## config.mk

```make
export PLATFORM = sky130hd
export DESIGN_NAME = iob_reg_file_mp
export DESIGN_NICKNAME = d
export VERILOG_FILES = /design/src/rtl/iob_reg_file_mp.sv
export SDC_FILE = /design/constraint.sdc
export NUM_CORES = 1
export LEC_CHECK = 0
export CAP_MARGIN = 15
export CORE_ASPECT_RATIO = 1.2
export CORE_MARGIN = 5
export CORE_UTILIZATION = 57
export CTS_CLUSTER_SIZE = 16
export DETAILED_ROUTE_END_ITERATION = 8
export PLACE_DENSITY_LB_ADDON = 0.1
export SLEW_MARGIN = 40
export SYNTH_ARGS = -nofsm -noshare
export SYNTH_HDL_FRONTEND = slang
export SYNTH_SLANG_ARGS = --single-unit
```

## constraint.sdc

```tcl
create_clock -name clk -period 2.06 [get_ports clk]
set_input_delay 0.309 -clock clk [delete_from_list [all_inputs] [get_ports clk]]
set_output_delay 0.309 -clock clk [all_outputs]
set_load 0.01 [all_outputs]
```

## src/rtl/iob_reg_file_mp.sv

```systemverilog
// ----------------------------------------------------------------------------
// iob_reg_file_mp
//   Multi-read-port register file. It has one column-masked write port and
//   N_RD independent registered read ports. A clear sweep zeroes the whole
//   array one word per cycle. Reset is asynchronous and active-low. It zeroes
//   the array, the read registers and the sweep control without a clock edge,
//   which is why the array is built from flops rather than block RAM.
//
// Parameters
//   NUM_COL    : write-enable columns per word
//   COL_WIDTH  : bits per column
//   DATA_WIDTH : word width, must equal NUM_COL*COL_WIDTH
//   ADDR_WIDTH : address width, DEPTH = 2**ADDR_WIDTH words
//   N_RD       : number of read ports (1..8)
//   BYPASS     : 1 = write-first forwarding on a read/write collision,
//                0 = the read returns the old contents
//
// Ports
//   clk    : clock, all logic on the rising edge
//   rst    : asynchronous reset, active-low
//   w_en   : per-column write enable
//   w_addr : write address
//   w_data : write data, column c = bits [c*COL_WIDTH +: COL_WIDTH]
//   r_addr : packed read addresses, port p = slice p
//   r_data : packed registered read data, port p = slice p
//   clr    : request a clear sweep (ignored while a sweep is running)
//   busy   : sweep in progress, writes are dropped while high
// ----------------------------------------------------------------------------
module iob_reg_file_mp #(
    parameter int NUM_COL    = 2,
    parameter int COL_WIDTH  = 4,
    parameter int DATA_WIDTH = NUM_COL * COL_WIDTH,
    parameter int ADDR_WIDTH = 4,
    parameter int N_RD       = 2,
    parameter int BYPASS     = 1
) (
    input  logic                         clk,
    input  logic                         rst,
    input  logic [NUM_COL-1:0]           w_en,
    input  logic [ADDR_WIDTH-1:0]        w_addr,
    input  logic [DATA_WIDTH-1:0]        w_data,
    input  logic [N_RD*ADDR_WIDTH-1:0]   r_addr,
    output logic [N_RD*DATA_WIDTH-1:0]   r_data,
    input  logic                         clr,
    output logic                         busy
);

    localparam int DEPTH = 2 ** ADDR_WIDTH;

    typedef enum logic {
        ST_IDLE  = 1'b0,
        ST_SWEEP = 1'b1
    } state_t;

    state_t                  r_state;
    logic [ADDR_WIDTH-1:0]   r_ptr;
    logic                    r_busy;
    logic [DATA_WIDTH-1:0]   r_mem [DEPTH];

    assign busy = r_busy;

    // ------------------------------------------------------------------
    // Clear-sweep FSM. busy is a registered copy of "state == SWEEP". It is
    // high for ptr = 0 .. DEPTH-1, which is exactly DEPTH cycles.
    // ------------------------------------------------------------------
    always_ff @(posedge clk or negedge rst) begin
        if (!rst) begin
            r_state <= ST_IDLE;
            r_ptr   <= '0;
            r_busy  <= 1'b0;
        end else begin
            case (r_state)
                ST_IDLE: begin
                    if (clr) begin
                        r_state <= ST_SWEEP;
                        r_ptr   <= '0;
                        r_busy  <= 1'b1;
                    end
                end
                ST_SWEEP: begin
                    // clr is deliberately not looked at here: no restart, no extension
                    r_ptr <= r_ptr + 1'b1;
                    if (&r_ptr) begin
                        r_state <= ST_IDLE;
                        r_busy  <= 1'b0;
                    end
                end
                default: begin
                    r_state <= ST_IDLE;
                    r_busy  <= 1'b0;
                end
            endcase
        end
    end

    // ------------------------------------------------------------------
    // Storage array. While sweeping, the only write is the zero at ptr.
    // User writes are dropped for the whole sweep.
    // ------------------------------------------------------------------
    always_ff @(posedge clk or negedge rst) begin
        if (!rst) begin
            for (int i = 0; i < DEPTH; i++) begin
                r_mem[i] <= '0;
            end
        end else if (r_busy) begin
            r_mem[r_ptr] <= '0;
        end else begin
            for (int c = 0; c < NUM_COL; c++) begin
                if (w_en[c]) begin
                    r_mem[w_addr][c*COL_WIDTH +: COL_WIDTH] <= w_data[c*COL_WIDTH +: COL_WIDTH];
                end
            end
        end
    end

    // ------------------------------------------------------------------
    // Read ports. Each port has its own output register with 1-cycle latency.
    // Forwarding only applies when a user write can actually land, which
    // means never while busy.
    // ------------------------------------------------------------------
    for (genvar gi = 0; gi < N_RD; gi++) begin : g_rd
        logic [ADDR_WIDTH-1:0] w_ra;
        logic [DATA_WIDTH-1:0] w_rd_next;
        logic [DATA_WIDTH-1:0] r_rd;

        assign w_ra = r_addr[gi*ADDR_WIDTH +: ADDR_WIDTH];

        always_comb begin
            w_rd_next = r_mem[w_ra];
            if ((BYPASS != 0) && !r_busy && (w_ra == w_addr)) begin
                for (int c = 0; c < NUM_COL; c++) begin
                    if (w_en[c]) begin
                        w_rd_next[c*COL_WIDTH +: COL_WIDTH] = w_data[c*COL_WIDTH +: COL_WIDTH];
                    end
                end
            end
        end

        always_ff @(posedge clk or negedge rst) begin
            if (!rst) begin
                r_rd <= '0;
            end else begin
                r_rd <= w_rd_next;
            end
        end

        assign r_data[gi*DATA_WIDTH +: DATA_WIDTH] = r_rd;
    end

endmodule

```

==> results.py <==
metrics = {
    "synthesis": {
        "syn_area_per_cell_sq_um": 13.5,
        "synth.top_cell.area_share": 0.469,
        "syn_inst": 591,
        "async_flop_share": 1.00,
        "ys_seq_area_frac": 0.469,
        "synthTopCellsByArea": "dfrtp_1 47%, mux4_2 17%, a22o_1 14%",
        "synth_top_area_cell": "dfrtp_1",
        "synth-seq-cells": 150,
        "synth_area_sq_um": 8000,
        "synth_flop_cell": "dfrtp_1",
        "yosys_warnings": 0,
        "syn_nets": 620,
        "synth-edff-count": 0,
        "synthDistinctLibCells": 44,
    },
    "setup_path": {
        "regToRegSetupSlack_ns": 0.21,
        "critPathMaxFanout": 12,
        "slowest_stage": "clkdlybuf4s50_1",
        "cp.arrival_ns": 1.64,
        "crit_buf_inv": 2,
        "cp.required_ns": 1.75,
        "worstReg2RegEnd": "r_mem[93]",
        "ff2ff_path_depth": 4,
        "worst_setup_path_end_kind": "primary output",
        "cpPeakStageDelay_ns": 0.54,
        "crit_cells": 2,
        "critPathKind": "register to primary output",
        "path_cells": "buf_4 > clkdlybuf4s50_1",
        "critical-path-top-delay-family": "buffers and inverters",
        "r2r_start": "busy",
        "start_kind": "register",
    },
    "timing": {
        "fmax_ghz": 0.513,
        "max_slew_margin": 0.591,
        "layout_min_cycle_time_ns": 1.95,
        "hold_ws_ns": 0.395,
        "tightest_slew_ns": 0.614,
        "fin_crit_sh": 0.945,
        "grt_setup_unrepaired": "false",
        "hold_violations": 0,
        "fin_skew_ns": 0.00936,
        "setup_viol": 0,
        "final_max_slew_viol_count": 0,
    },
    "grt": {
        "grt_util_met1": 0.363,
        "grt_pass1_vias": 6457,
        "use_met3": 0.0670,
        "met2_usage": 0.498,
        "grt_max_degree": 51,
        "track_usage": 0.300,
        "grt_overflow": 0,
        "grt_pass1_wl_mm": 37.9,
        "antenna_found_initial": 0,
        "grt_busiest_layer": "met2",
    },
    "flow_run": {
        "maxCapViolCount": 0,
    },
    "clock_tree": {
        "postCtsSetupBuffers": 0,
        "clk_latency_ns": 0.43,
        "htreeDepth": 4,
        "clock-sinks": 150,
        "cts_tree": "done",
        "numCtsBuffers": 17,
        "clk_path_buf_depth": 2,
        "clkSlewWorstSetupHoldPaths_ns": 0.06,
        "cts_root_buffer": "clkbuf_16",
    },
    "final_layout": {
        "antenna_cells": 0,
        "design_area_sq_um": 9690,
        "finalNetCount": 718,
        "fillers": 967,
        "final_layout_size_suffix_gt1_frac": 0.298,
        "area_growth_pct": 21.1,
    },
    "placement": {
        "dpl.hpwl_mm": 16.9,
        "routabilityCongestion": 0.933,
        "io_buffers": 41,
        "placed_area_sq_um": 9120,
    },
    "route": {
        "drt_first_pass_iters": 5,
        "drc": 0,
        "viasPerCell": 7.04,
        "wirelength_mm": 23.8,
        "dr.first_iter.drc_count": 606,
        "wl_per_cell_um": 27.3,
        "route.vias.total": 6149,
        "ant_nets": 0,
    },
    "floorplanning": {
        "initial_core_util": 0.579,
        "fp-row-count": 47,
        "dieHeight_um": 140,
        "die_w_um": 118,
        "pin_count": 42,
        "die_area_sq_um": 16500,
        "core_area_sq_um": 13800,
    },
    "run_status": {
        "outcome": "complete, no violations",
    },
    "power_and_ir_drop": {
        "powerDensity_nw_per_um2": 1340,
        "peakVddDrop_uv": 926,
        "power.leakage_nw": 4.42,
    },
    "hold_path": {
        "worstHoldPathType": "primary input to async pin",
    },
}
[cells in the final DEF, fill, tap and decap left out, drive strengths merged, types with 5 or more instances in the layout]
cell             n
nand2b           8
clkbuf          20
mux4            61
nand2            6
a21oi           38
buf             93
inv              5
a22o           128
clkinvlp         5
mux2            16
clkdlybuf4s50   36
dfrtp          150
clkinv           7
nor2            27
nor3            11
mux2i           45
[registers in the layout (all words and copies together) (netlist names)]
signal / flops
g_rd.r_rd: 16
r_ptr: 4
r_state: 1
r_mem: 128
busy: 1
[kinds of logic (layout without fill, tap and decap cells)]
logic type / after synthesis / in the layout / share of synthesized area
AND/OR/NAND/NOR: 70 / 70 / 0.0507
flip-flops: 150 / 150 / 0.469
XOR/XNOR: 8 / 8 / 0.00969
multiplexers: 122 / 122 / 0.252
buffers and inverters: 57 / 168 / 0.0360
AO/OA/AOI/OAI: 180 / 180 / 0.176
adder cells (fa/ha/maj): 4 / 4 / 0.00625
[per-stage QoR]
stage / total power, W / util / setup TNS, ns / setup WS [ns] / instances
floorplan: 0.00805 / - / 0 / 0.290 / 591
global placement: 0.00968 / 0.660 / -2.24 / -0.130 / 840
detailed placement: 0.00988 / 0.660 / -4.03 / -0.152 / 840
CTS: 0.0129 / 0.701 / 0 / 0.113 / 873
global route: 0.0136 / 0.701 / 0 / 0.0720 / 873
finish: 0.0130 / 0.701 / 0 / 0.112 / 873
[per-layer routing]
metal	vias to the layer above	wire, um	share of wire
met2	334	12100	0.51
met3	114	1590	0.067
li1	2556	-	-
met4	0	1370	0.057
met1	3145	8780	0.37
met5	-	0	0
[synth_stat cells (5+ instances only)]
cell type / number
nand2b_1: 8
clkbuf_1: 16
nand2_1: 6
mux2i_1: 45
dfrtp_1: 150
buf_6: 5
inv_1: 5
a21oi_1: 38
nor3_1: 9
nor2_1: 27
mux4_2: 61
buf_2: 14
mux2_2: 12
a22o_1: 128
buf_1: 9
[power breakdown]
part / internal [W] / total [W] / switching (W)
sequential: 0.00427 / 0.00556 / 0.00129
combinational: 0.00259 / 0.00445 / 0.00186
clock: 0.00171 / 0.00295 / 0.00123
[cell type report]
class                   count  area [sq um]  share of cell area
flip-flops and latches    150          3750               0.387
inverters                   6          22.5             0.00232
clock inverters            12           105              0.0108
multi-input cells         384          3960               0.409
repair buffers            130          1170               0.121
clock buffers              20           457              0.0471
well taps                 171           214              0.0221
[worst max-delay path by stage]
stage,from,endpoint,slack [ns]
3_5_place_dp,w_addr[2],g_rd[0].r_rd[3],-0.15
5_1_grt,busy,busy,0.07
6_report,busy,busy,0.11
2_1_floorplan,r_addr[2],g_rd[0].r_rd[0],0.29
3_3_place_gp,w_addr[1],g_rd[0].r_rd[3],-0.13
4_1_cts,busy,busy,0.11
[timing repair]
| action | CTS | global route |
|---|---|---|
| endpoints found under the hold margin | 47 | 0 |
| hold buffers | 1 | 0 |
| gates resized for setup | 1 | 0 |
| setup endpoints to repair | 1 | 0 |
Note: power is estimated with default switching activity, not from simulation.
